==> src/rtl/zle_enc_param.sv <==
// Parametrised zero run-length encoder: literals pass through, zero runs collapse to run tokens.
// Optional macro ZLE_SINGLE_ZERO_LITERAL_EN emits a terminated run of one zero as literal 0.
module zle_enc_param #(
    parameter int W     = 8,
    parameter int CNT_W = 4
) (
    input  logic         clock,
    input  logic         reset,
    input  logic [W-1:0] in_data,
    input  logic         in_eos,
    input  logic         in_valid,
    output logic         in_ready,
    output logic [W:0]   out_data,
    output logic         out_eos,
    output logic         out_valid,
    input  logic         out_ready
);

    // Handshake: a token moves on a channel in a cycle where valid && ready at the clock edge;
    // the producer holds valid/data until then, and ready never looks at valid.

    typedef enum logic [1:0] {
        IDLE     = 2'd0,
        ZEROS    = 2'd1,
        PEND_LIT = 2'd2,
        PEND_EOS = 2'd3
    } state_t;

    localparam logic [CNT_W-1:0] MAX_RUN = '1;
    localparam logic [CNT_W-1:0] ONE     = CNT_W'(1);

    state_t           state;
    logic [CNT_W-1:0] cnt;
    logic [W-1:0]     hold;
    logic             slot_free;
    logic             accept;
    logic             in_zero;

    always_comb begin
        slot_free = !out_valid || out_ready;
        in_ready  = slot_free && (state == IDLE || state == ZEROS);
        accept    = in_valid && in_ready;
        in_zero   = (in_data == '0);
    end

    function automatic logic [W:0] run_tok(input logic [CNT_W-1:0] len);
        logic [W:0] t;
        t             = '0;
        t[W]          = 1'b1;
        t[CNT_W-1:0]  = len;
        return t;
    endfunction

    // A run closed by a nonzero word or eos; a run closed by MAX_RUN always uses run_tok.
    function automatic logic [W:0] term_tok(input logic [CNT_W-1:0] len);
`ifdef ZLE_SINGLE_ZERO_LITERAL_EN
        if (len == ONE) return '0;
`endif
        return run_tok(len);
    endfunction

    always_ff @(posedge clock or negedge reset) begin
        if (!reset) begin
            out_valid <= 1'b0;
            out_data  <= '0;
            out_eos   <= 1'b0;
            state     <= IDLE;
            cnt       <= '0;
            hold      <= '0;
        end else begin
            // Drain first; any load below overrides it so a new token replaces the delivered one.
            if (out_valid && out_ready) out_valid <= 1'b0;

            case (state)
                IDLE: begin
                    if (accept) begin
                        if (in_eos) begin
                            out_valid <= 1'b1;
                            out_data  <= '0;
                            out_eos   <= 1'b1;
                        end else if (in_zero) begin
                            if (MAX_RUN == ONE) begin
                                out_valid <= 1'b1;
                                out_data  <= run_tok(MAX_RUN);
                                out_eos   <= 1'b0;
                            end else begin
                                cnt   <= ONE;
                                state <= ZEROS;
                            end
                        end else begin
                            out_valid <= 1'b1;
                            out_data  <= {1'b0, in_data};
                            out_eos   <= 1'b0;
                        end
                    end
                end
                ZEROS: begin
                    if (accept) begin
                        if (in_eos) begin
                            out_valid <= 1'b1;
                            out_data  <= term_tok(cnt);
                            out_eos   <= 1'b0;
                            state     <= PEND_EOS;
                        end else if (in_zero) begin
                            if (cnt + ONE == MAX_RUN) begin
                                out_valid <= 1'b1;
                                out_data  <= run_tok(MAX_RUN);
                                out_eos   <= 1'b0;
                                cnt       <= '0;
                                state     <= IDLE;
                            end else begin
                                cnt <= cnt + ONE;
                            end
                        end else begin
                            out_valid <= 1'b1;
                            out_data  <= term_tok(cnt);
                            out_eos   <= 1'b0;
                            hold      <= in_data;
                            state     <= PEND_LIT;
                        end
                    end
                end
                PEND_LIT: begin
                    if (slot_free) begin
                        out_valid <= 1'b1;
                        out_data  <= {1'b0, hold};
                        out_eos   <= 1'b0;
                        cnt       <= '0;
                        state     <= IDLE;
                    end
                end
                PEND_EOS: begin
                    if (slot_free) begin
                        out_valid <= 1'b1;
                        out_data  <= '0;
                        out_eos   <= 1'b1;
                        cnt       <= '0;
                        state     <= IDLE;
                    end
                end
                default: begin
                    cnt   <= '0;
                    state <= IDLE;
                end
            endcase
        end
    end

endmodule

==> config.mk <==
export PLATFORM = sky130hd
export DESIGN_NAME = zle_enc_param
export DESIGN_NICKNAME = d
export VERILOG_FILES = /design/src/rtl/zle_enc_param.sv
export SDC_FILE = /design/constraint.sdc
export NUM_CORES = 1
export LEC_CHECK = 0
export BUFFER_PORTS_ARGS = -buffer_cell sky130_fd_sc_hd__buf_2
export CORE_MARGIN = 2
export CORE_UTILIZATION = 42
export CTS_CLUSTER_SIZE = 10
export DETAILED_ROUTE_END_ITERATION = 8
export SYNTH_ARGS = -nofsm -noshare
export SYNTH_HDL_FRONTEND = slang
export SYNTH_SLANG_ARGS = --single-unit
==> constraint.sdc <==
create_clock -name clock -period 2.1 [get_ports clock]
set_input_delay 0.21 -clock clock [delete_from_list [all_inputs] [get_ports clock]]
set_output_delay 0.21 -clock clock [all_outputs]
set_load 0.05 [all_outputs]
==> results of run 1 <==
==> cell families after synthesis <==
logic type	share of synthesized area, %
simple gates	26.07
fa+ha+maj	1.743
flops	43.59
mux	4.185
buf+inv	3.399
xor+xnor	1.134
compound gates	19.88
==> sequential cells by signal, summed over array words and instances (netlist names) <==
register / count
out_data: 9
cnt: 4
out_eos: 1
state: 2
hold: 8
out_valid: 1
==> metal layers <==
metal / share of wire, % / GRT usage [%]
met1: 48 / 24.30
met2: 48 / 28.90
met3: 4.2 / 3.604
met4: 0.48 / 5.000
met5: 0 / 0
==> final timing paths <==
kind                          endpoint  slack (ns)
max in group asynchronous  out_data[3]        1.33
min in group asynchronous      out_eos        0.40
min                            hold[4]        0.14
min reg2reg                    hold[5]        0.49
max reg2reg                out_data[7]        0.19
max                        out_data[7]        0.19
==> final cells by class <==
cell class	instances	share of cell area, %
inverters	5	1.127
clock buffers	3	1.352
well taps	46	3.456
clock inverters	1	0.3005
repair buffers	30	10.07
multi-input cells	113	46.13
flip-flops and latches	25	37.57
==> cells in the final DEF, fill, tap and decap left out, types with 2 or more instances in the layout <==
| cell type | synthesis | final |
|---|---|---|
| nor3_1 | 2 | 2 |
| a2bb2oi_1 | 2 | 2 |
| clkbuf_4 | 0 | 3 |
| o22a_1 | 4 | 4 |
| nor3b_1 | 9 | 9 |
| a22o_1 | 2 | 2 |
| o21ai_0 | 8 | 8 |
| buf_2 | 0 | 24 |
| a21oi_1 | 11 | 11 |
| buf_4 | 0 | 5 |
| nor4_4 | 2 | 2 |
| nand2_1 | 33 | 33 |
| o2bb2ai_1 | 2 | 2 |
| mux2_4 | 4 | 4 |
| ha_1 | 2 | 2 |
| nor2_1 | 11 | 11 |
| nand3_1 | 3 | 3 |
| dfrtp_1 | 25 | 25 |
| inv_1 | 4 | 4 |
==> critical path, delay by kind of cell (launching register included) <==
| family | cells | cell delay, ns |
|---|---|---|
| adder cells (fa/ha/maj) | 1 | 0.29 |
| AO/OA/AOI/OAI | 3 | 0.63 |
| flip-flops | 1 | 0.45 |
| multiplexers | 1 | 0.31 |
| AND/OR/NAND/NOR | 1 | 0.12 |
==> power groups by stage <==
| stage | registers [mW] | clock network (mW) | logic (mW) |
|---|---|---|---|
| detailed placement | 0.879 | 0 | 1.21 |
| floorplan | 1.15 | 0 | 0.620 |
| CTS | 0.869 | 0.222 | 1.22 |
| global placement | 0.870 | 0 | 1.20 |
| global route | 0.900 | 0.243 | 1.33 |
| finish | 0.867 | 0.212 | 1.21 |
==> repair_timing <==
action | CTS | global route
hold buffers | 1 | 0
hold endpoints to repair | 25 | 0
resized for setup | 0 | 2
endpoints found under the setup margin | 0 | 4
==> run summary, run 1 <==
Status - finished, final reports clean
Die ar. - 3901 µm²
Row cnt - 21
Ant diodes - 0
First-pass GRT wire length - 5589 µm
Worst setup margin - 0.1877 ns
Count of warnings emitted by yosys - 0
CTS Sinks - 25
Yosys top cell area share - 43.59%
DR DRC count - 0
PortBufs - 24
GP Congestion - 0.8568
Initial DRC count - 38
Cts bufs inserted - 3
Final core utilization - 50.30%
Routed WL per cell - 14.11 µm
Vias in the first global route - 1,201
Synth-to-layout area growth - 16.04%
Worst relative slew slack - 62.68%
Max FO, Critical Path - 9
Post-synthesis async set-or-reset flop share - 100.0%
Worst hold path type - in2reg
Power per Cell Area - 1377 nW/µm²
Crit path DAT - 2.12 ns
Seq pwr share - 37.8%
Critical path required time - 2.31 ns
Combinational share of power - 53.0%
Syn avg cell area - 9.632 µm²
Root Buffer - clkbuf_4
Initial Util - 43.35%
Tot GR Track Use - 17.81%
Setup crit end kind - flip-flop
Sw power - 1.105 mW
Place WS - 0.03629 ns
Fillers - 335
I/O pins - 25
Grt total ovfl - 0
H-tree levels - 1
Vias/cell - 5.256
Fin. max-slew vios - 0
Setup_tns - 0 ns
Clock latency at the later pin of the worst-skew pair - 0.31 ns
Most frequent cell after synthesis - nand2_1
Cell area after layout - 1665 µm²
Initial antenna violation count - 0
Syn Nets - 164
Max-cap violations - 0
Post-CTS setup repair buffer count - 0
Period Utilization, post-route - 91.06%
Layout cells sized above 1 - 28.25%
Multi-input combinational cell area - 768.2 µm²
R2r worst-path depth - 6
Seq/Total Area, Yosys - 43.59%
Final Critical Period - 1.912 ns
Die W - 62.46 µm
Largest net degree at the start of global routing - 26
Pint - 1.189 mW
Crit path max-delay cell type - dfrtp_1
DP Area - 1620 µm²
Main synth FF type - dfrtp_1
RSZ-0062 raised after global routing - false
Startpoint Class - flip-flop
Peak VDD IR - 686.5 µV
Non-filler cells, final - 223
Nets@finish - 193
Worst path cell trace - ha_1 -> nand2b_1 -> o211a_1 -> o31ai_4 -> o211a_4 -> mux2_4
Fin Hold WS - 0.1393 ns
Setup crit start - cnt[1]
Via Count - 1,172
FF-to-FF Start - cnt[1]
Pleak - 0.7983 nW
Mapped Cells - 149
Die Span Y - 62.46 µm
CTS Buffer Depth - 2
Clock slew at reported path FFs - 0.14 ns
Worst Hold Depth - 3
CTS tree - done
Largest cells by area after synthesis - dfrtp_1 (44%), nand2_1 (8.6%), nor3b_1 (4.7%)
Final hold vios - 0
Fmax - 0.5229 GHz
Crit path kind - reg2reg
Placed cells - 218
Number of synthesized register bits - 25
Register Area - 625.6 µm²
Synth Cell Area - 1435 µm²
Switching power share of the total - 48.16%
Synth cell count leaders - nand2_1 (33), dfrtp_1 (25), a21oi_1 (11), nor2_1 (11), nor3b_1 (9)
Core ar. - 3311 µm²
Final Skew - 0.003896 ns
Number of synthesized flops with an enable pin - 0
Drt pass-1 iters - 4
Slowest cell delay on critical path - 0.45 ns
Pwr Total - 2.294 mW
Least-Margin Pin Slew - 0.5539 ns
Clk pwr share - 9.2%
Setup violators final - 0
Remaining antenna violation count after routing - 0
Area leader, netlist - dfrtp_1
Worst hold start - in_data[4]
Post-Route WL - 3147 µm
DP HPWL - 2344 µm
Distinct cells, synth - 37
Note: power is estimated with default switching activity, not from simulation.
==> run 2: changes to the inputs <==
--- a/config.mk
+++ b/config.mk
@@ -6,7 +6,7 @@
 export NUM_CORES = 1
 export LEC_CHECK = 0
 export BUFFER_PORTS_ARGS = -buffer_cell sky130_fd_sc_hd__buf_2
-export CORE_MARGIN = 2
+export CORE_MARGIN = 3
 export CORE_UTILIZATION = 42
 export CTS_CLUSTER_SIZE = 10
 export DETAILED_ROUTE_END_ITERATION = 8
==> run 2 against run 1 <==
  * Via count grew 2.0%
  * Fmax grew 1.4%
  * Sequential share of layout area up 0.057 points
  * Critical path depth unchanged
  * First-iteration DRC count increased by 74%
  * Worst hold slack lost 0.013 ns
  * Global-route usage decreased by 1.1 points
  * Design area down 0.15%
  * Count of clock-buffer cells in the layout unchanged
  * Non-clock buffer count did not move
==> run summary, run 2 (synthesis results as in run 1) <==
Vias/cell - 5.407
Cell area after layout - 1663 µm²
PortBufs - 24
DR DRC count - 0
Layout cells sized above 1 - 28.25%
Combinational share of power - 52.2%
Fmax - 0.5305 GHz
Fin. max-slew vios - 0
Clock latency at the later pin of the worst-skew pair - 0.32 ns
DP Area - 1618 µm²
Most flop-heavy register - out_data
Routed WL per cell - 14.29 µm
Peak VDD IR - 686.0 µV
Non-filler cells, final - 221
Worst hold start - in_data[7]
Post-Route WL - 3157 µm
Final Critical Period - 1.885 ns
Initial DRC count - 66
H-tree levels - 1
Placed cells - 216
RSZ-0062 raised after global routing - false
Clk pwr share - 9.4%
Crit path kind - reg2reg
Via Count - 1,195
Multi-input combinational cell area - 768.2 µm²
Setup crit start - cnt[0]
Initial antenna violation count - 0
Nets@finish - 193
Synth-to-layout area growth - 15.87%
Largest net degree at the start of global routing - 26
GP Congestion - 0.8653
Die Span Y - 64.46 µm
Seq pwr share - 38.4%
CTS Buffer Depth - 2
Initial Util - 45.52%
Worst hold path type - in2reg
Max FO, Critical Path - 9
First-pass GRT wire length - 5492 µm
Cts bufs inserted - 3
Top flop regs - out_data x9, hold x8, cnt x4
Final hold vios - 0
CTS tree - done
Startpoint Class - flip-flop
Setup crit end kind - flip-flop
Remaining antenna violation count after routing - 0
Most frequent cells in the layout - nand2_1 (33), dfrtp_1 (25), buf_2 (24)
CTS Sinks - 25
Setup violators final - 0
Crit path DAT - 2.11 ns
Root Buffer - clkbuf_4
Register Area - 625.6 µm²
Final Skew - 0.01303 ns
Tot GR Track Use - 16.71%
Clock slew at reported path FFs - 0.14 ns
Worst relative slew slack - 64.31%
I/O pins - 25
Ant diodes - 0
Core ar. - 3153 µm²
DP HPWL - 2439 µm
Fillers - 320
Number of flip-flops in the largest register - 9
Most common cell after layout, fill and taps aside - nand2_1
Critical path required time - 2.33 ns
Row cnt - 20
Die ar. - 4154 µm²
Pleak - 0.7983 nW
Switching power share of the total - 48.29%
Grt total ovfl - 0
Drt pass-1 iters - 4
Max-cap violations - 0
Period Utilization, post-route - 89.77%
Sw power - 1.100 mW
Power per Cell Area - 1370 nW/µm²
Setup_tns - 0 ns
Pint - 1.178 mW
Least-Margin Pin Slew - 0.5354 ns
Vias in the first global route - 1,150
FF-to-FF Start - cnt[0]
Die W - 64.46 µm
Status - finished, final reports clean
-- run 2: cell counts in the layout (fill, tap and decap cells not counted) --
Identical to the previous run, type by type.
-- run 2: stage by stage --
| stage | power [mW] | hold WS (ns) | util (%) | setup WS (ns) |
|---|---|---|---|---|
| 3_5_place_dp | 2.080 | 0.2346 | 51.31 | 0.05003 |
| 2_1_floorplan | 1.772 | -0.08559 | - | 0.1926 |
| 6_report | 2.278 | 0.1259 | 52.74 | 0.2148 |
| 4_1_cts | 2.297 | 0.1202 | 52.50 | 0.04337 |
| 3_3_place_gp | 2.053 | 0.2351 | 51.31 | 0.1009 |
| 5_1_grt | 2.452 | 0.1051 | 52.74 | 0.06545 |
-- run 2: worst paths after layout --
| kind | to | slack, ns | cells after the start |
|---|---|---|---|
| max in group asynchronous | cnt[3] | 1.35 | 2 |
| setup reg to reg | out_data[7] | 0.21 | 6 |
| setup / recovery | out_data[7] | 0.21 | 6 |
| min in group asynchronous | out_valid | 0.38 | 2 |
| hold reg to reg | hold[5] | 0.49 | 2 |
| hold / removal | hold[7] | 0.13 | 3 |
-- run 2: repair_timing --
| action | in CTS | in global routing |
|---|---|---|
| buffers inserted | 0 | 0 |
| setup endpoints to repair | 0 | 4 |
| endpoints found under the hold margin | 25 | 0 |
| hold buffers | 1 | 0 |
| resized for setup | 0 | 2 |
-- run 2: per-layer routing --
| layer | track usage (%) | wire, µm |
|---|---|---|
| met1 | 22.78 | 1503 |
| met2 | 26.68 | 1450 |
| met3 | 4.159 | 152 |
| met4 | 3.958 | 51 |
| met5 | 0 | 0 |
-- run 2: area by class of cell --
cell class,count,share of cell area (%)
inverter,5,1.129
clock inverter,1,0.3010
sequential,25,37.62
multi-input combinational,113,46.20
tap,44,3.311
clock buffer,3,1.354
timing repair buffer,30,10.08
-- run 2: critical path, stage by stage, from the launching register on --
cell,delay [ns]
dfrtp_1,0.47
ha_1,0.29
nand2b_1,0.12
o211a_1,0.26
o31ai_4,0.07
o211a_4,0.28
mux2_4,0.31
-- run 2: power by group through the flow --
stage	Sequential (mW)	Clock, mW	Combinational (mW)
after global placement	0.870	0	1.18
after floorplan	1.15	0	0.620
after detailed placement	0.885	0	1.20
final	0.876	0.213	1.19
after global routing	0.902	0.248	1.30
after CTS	0.877	0.222	1.20
==> run 3: changes to the inputs <==
--- a/config.mk
+++ b/config.mk
@@ -10,6 +10,7 @@
 export CORE_UTILIZATION = 42
 export CTS_CLUSTER_SIZE = 10
 export DETAILED_ROUTE_END_ITERATION = 8
+export SETUP_SLACK_MARGIN = 0.5
 export SYNTH_ARGS = -nofsm -noshare
 export SYNTH_HDL_FRONTEND = slang
 export SYNTH_SLANG_ARGS = --single-unit
==> run 3 against run 2 <==
  * Worst hold slack improved by 0.011 ns
  * Wire length rose by 10%
  * Total power rose by 13%
  * Critical path depth rose by 1
  * Sequential share of layout area fell by 3.8 points
  * Sequential power rose by 2%
  * Setup slack improved by 0.11 ns
  * Global-route usage rose by 0.87 points
  * Sequential cell count did not move
  * Cell count rose by 5.0%
  * Clock skew fell by 0.0026 ns
==> run summary, run 3 (synthesis results as in run 1) <==
Crit path kind - reg2reg
First-pass GRT wire length - 5706 µm
Die W - 64.46 µm
Cell area after layout - 1863 µm²
Number of flip-flops in the largest register - 9
CTS Buffer Depth - 2
Period Utilization, post-route - 84.47%
Cts bufs inserted - 3
Top flop regs - out_data x9, hold x8, cnt x4
Initial antenna violation count - 0
Worst setup margin - 0.3262 ns
DP Area - 1665 µm²
DR DRC count - 0
Root Buffer - clkbuf_4
R2R setup slack - 0.33 ns
Post-Route WL - 3487 µm
Ant diodes - 0
Routed WL per cell - 15.03 µm
Crit path max-delay cell type - dfrtp_2
GP Congestion - 0.8835
Most common cell after layout, fill and taps aside - nand2_1
Die Span Y - 64.46 µm
Core ar. - 3153 µm²
FF-to-FF Start - cnt[1]
Least-Margin Pin Slew - 0.5670 ns
Critical Path Sink - out_data[0]
Setup_tns - 0 ns
I/O pins - 25
Grt met1 use - 24.23%
Remaining antenna violation count after routing - 0
Vias/cell - 5.319
Synth-to-layout area growth - 29.82%
Initial DRC count - 64
R2r worst-path depth - 7
H-tree levels - 1
RSZ-0062 raised after global routing - true
Startpoint Class - flip-flop
Pleak - 0.8680 nW
PortBufs - 24
Fmax - 0.5638 GHz
Layout cells sized above 1 - 40.43%
CTS Sinks - 25
Slowest cell delay on critical path - 0.49 ns
Pwr Total - 2.573 mW
Worst hold path type - in2reg
Tot GR Track Use - 17.58%
Crit path DAT - 1.98 ns
Most flop-heavy register - out_data
Setup crit start - cnt[1]
DP HPWL - 2394 µm
Place WS - 0.1030 ns
Clock latency at the later pin of the worst-skew pair - 0.32 ns
Grt total ovfl - 0
Drt pass-1 iters - 4
Fin. max-slew vios - 0
Max-cap violations - 0
Final hold vios - 0
Largest net degree at the start of global routing - 26
Critical path required time - 2.31 ns
CTS tree - done
Initial Util - 45.52%
Via Count - 1,234
Die ar. - 4154 µm²
Row cnt - 20
Peak VDD IR - 725.9 µV
GR peak layer - met2
Worst relative slew slack - 61.80%
Worst path cell trace - ha_4 -> nand2b_4 -> o211a_1 -> o31ai_4 -> o211a_4 -> buf_12 -> o22a_1
GR Util met3 - 4.506%
Setup crit end kind - flip-flop
Fillers - 288
Vias in the first global route - 1,209
Nets@finish - 204
Max FO, Critical Path - 6
Most frequent cells in the layout - nand2_1 (31), buf_2 (23), dfrtp_1 (21)
Final Critical Period - 1.774 ns
Final Skew - 0.01044 ns
Status - finished, final reports clean
Setup violators final - 0
Critical R2R Capture - out_data[0]
Clock slew at reported path FFs - 0.14 ns
Power per Cell Area - 1381 nW/µm²
Grt met2 use - 27.84%
[run 3: changes by cell type in the layout (fill, tap and decap cells not counted), sizes merged]
cell	previous run	this run
buf	29	40
clkbuf	3	4
clkinv	1	0
[run 3: power by group]
| part | internal [mW] | leakage [nW] | switching [mW] |
|---|---|---|---|
| Sequential | 0.691 | 0.308 | 0.202 |
| Combinational | 0.596 | 0.545 | 0.869 |
| Clock | 0.0743 | 0.0150 | 0.140 |
[run 3: how the worst min path moves through the flow]
stage                from           to  cells after the start
3_3_place_gp        reset  out_data[8]                      1
2_1_floorplan       reset       cnt[0]                      0
3_5_place_dp        reset     state[0]                      1
4_1_cts        in_data[7]      hold[7]                      3
6_report       in_data[6]      hold[6]                      3
5_1_grt        in_data[6]      hold[6]                      3
[run 3: what timing repair did]
action | in CTS | in global routing
setup endpoints to repair | 10 | 23
resized for setup | 2 | 12
buffers inserted | 8 | 5
pin swaps | 5 | 2
hold buffers | 1 | 0
hold endpoints to repair | 25 | 0
[run 3: cell type report]
| type | count | area [µm²] | area share (%) |
|---|---|---|---|
| clock buffer | 4 | 26.28 | 1.410 |
| inverter | 5 | 18.77 | 1.007 |
| multi-input combinational | 113 | 863.3 | 46.34 |
| sequential | 25 | 630.6 | 33.85 |
| tap | 44 | 55.05 | 2.955 |
| timing repair buffer | 41 | 269.0 | 14.44 |
[run 3: stage by stage]
step / hold WS [ns] / utilization, % / instances
4_1_cts: 0.1285 / 56.51 / 227
3_5_place_dp: 0.2324 / 52.82 / 214
5_1_grt: 0.1174 / 59.09 / 232
2_1_floorplan: -0.08559 / - / 149
6_report: 0.1366 / 59.09 / 232
3_3_place_gp: 0.2296 / 52.82 / 214
[run 3: worst max-delay path, delay by kind of cell (launching register included)]
kind	cells	cell delay, ns
compound gates	4	0.77
simple gates	1	0.07
fa+ha+maj	1	0.20
buf+inv	1	0.14
flops	1	0.49
[run 3: layer usage]
layer / up-vias / wire (µm)
li1: 607 / -
met1: 595 / 1657
met2: 25 / 1642
met3: 7 / 145
met4: 0 / 41
met5: - / 0
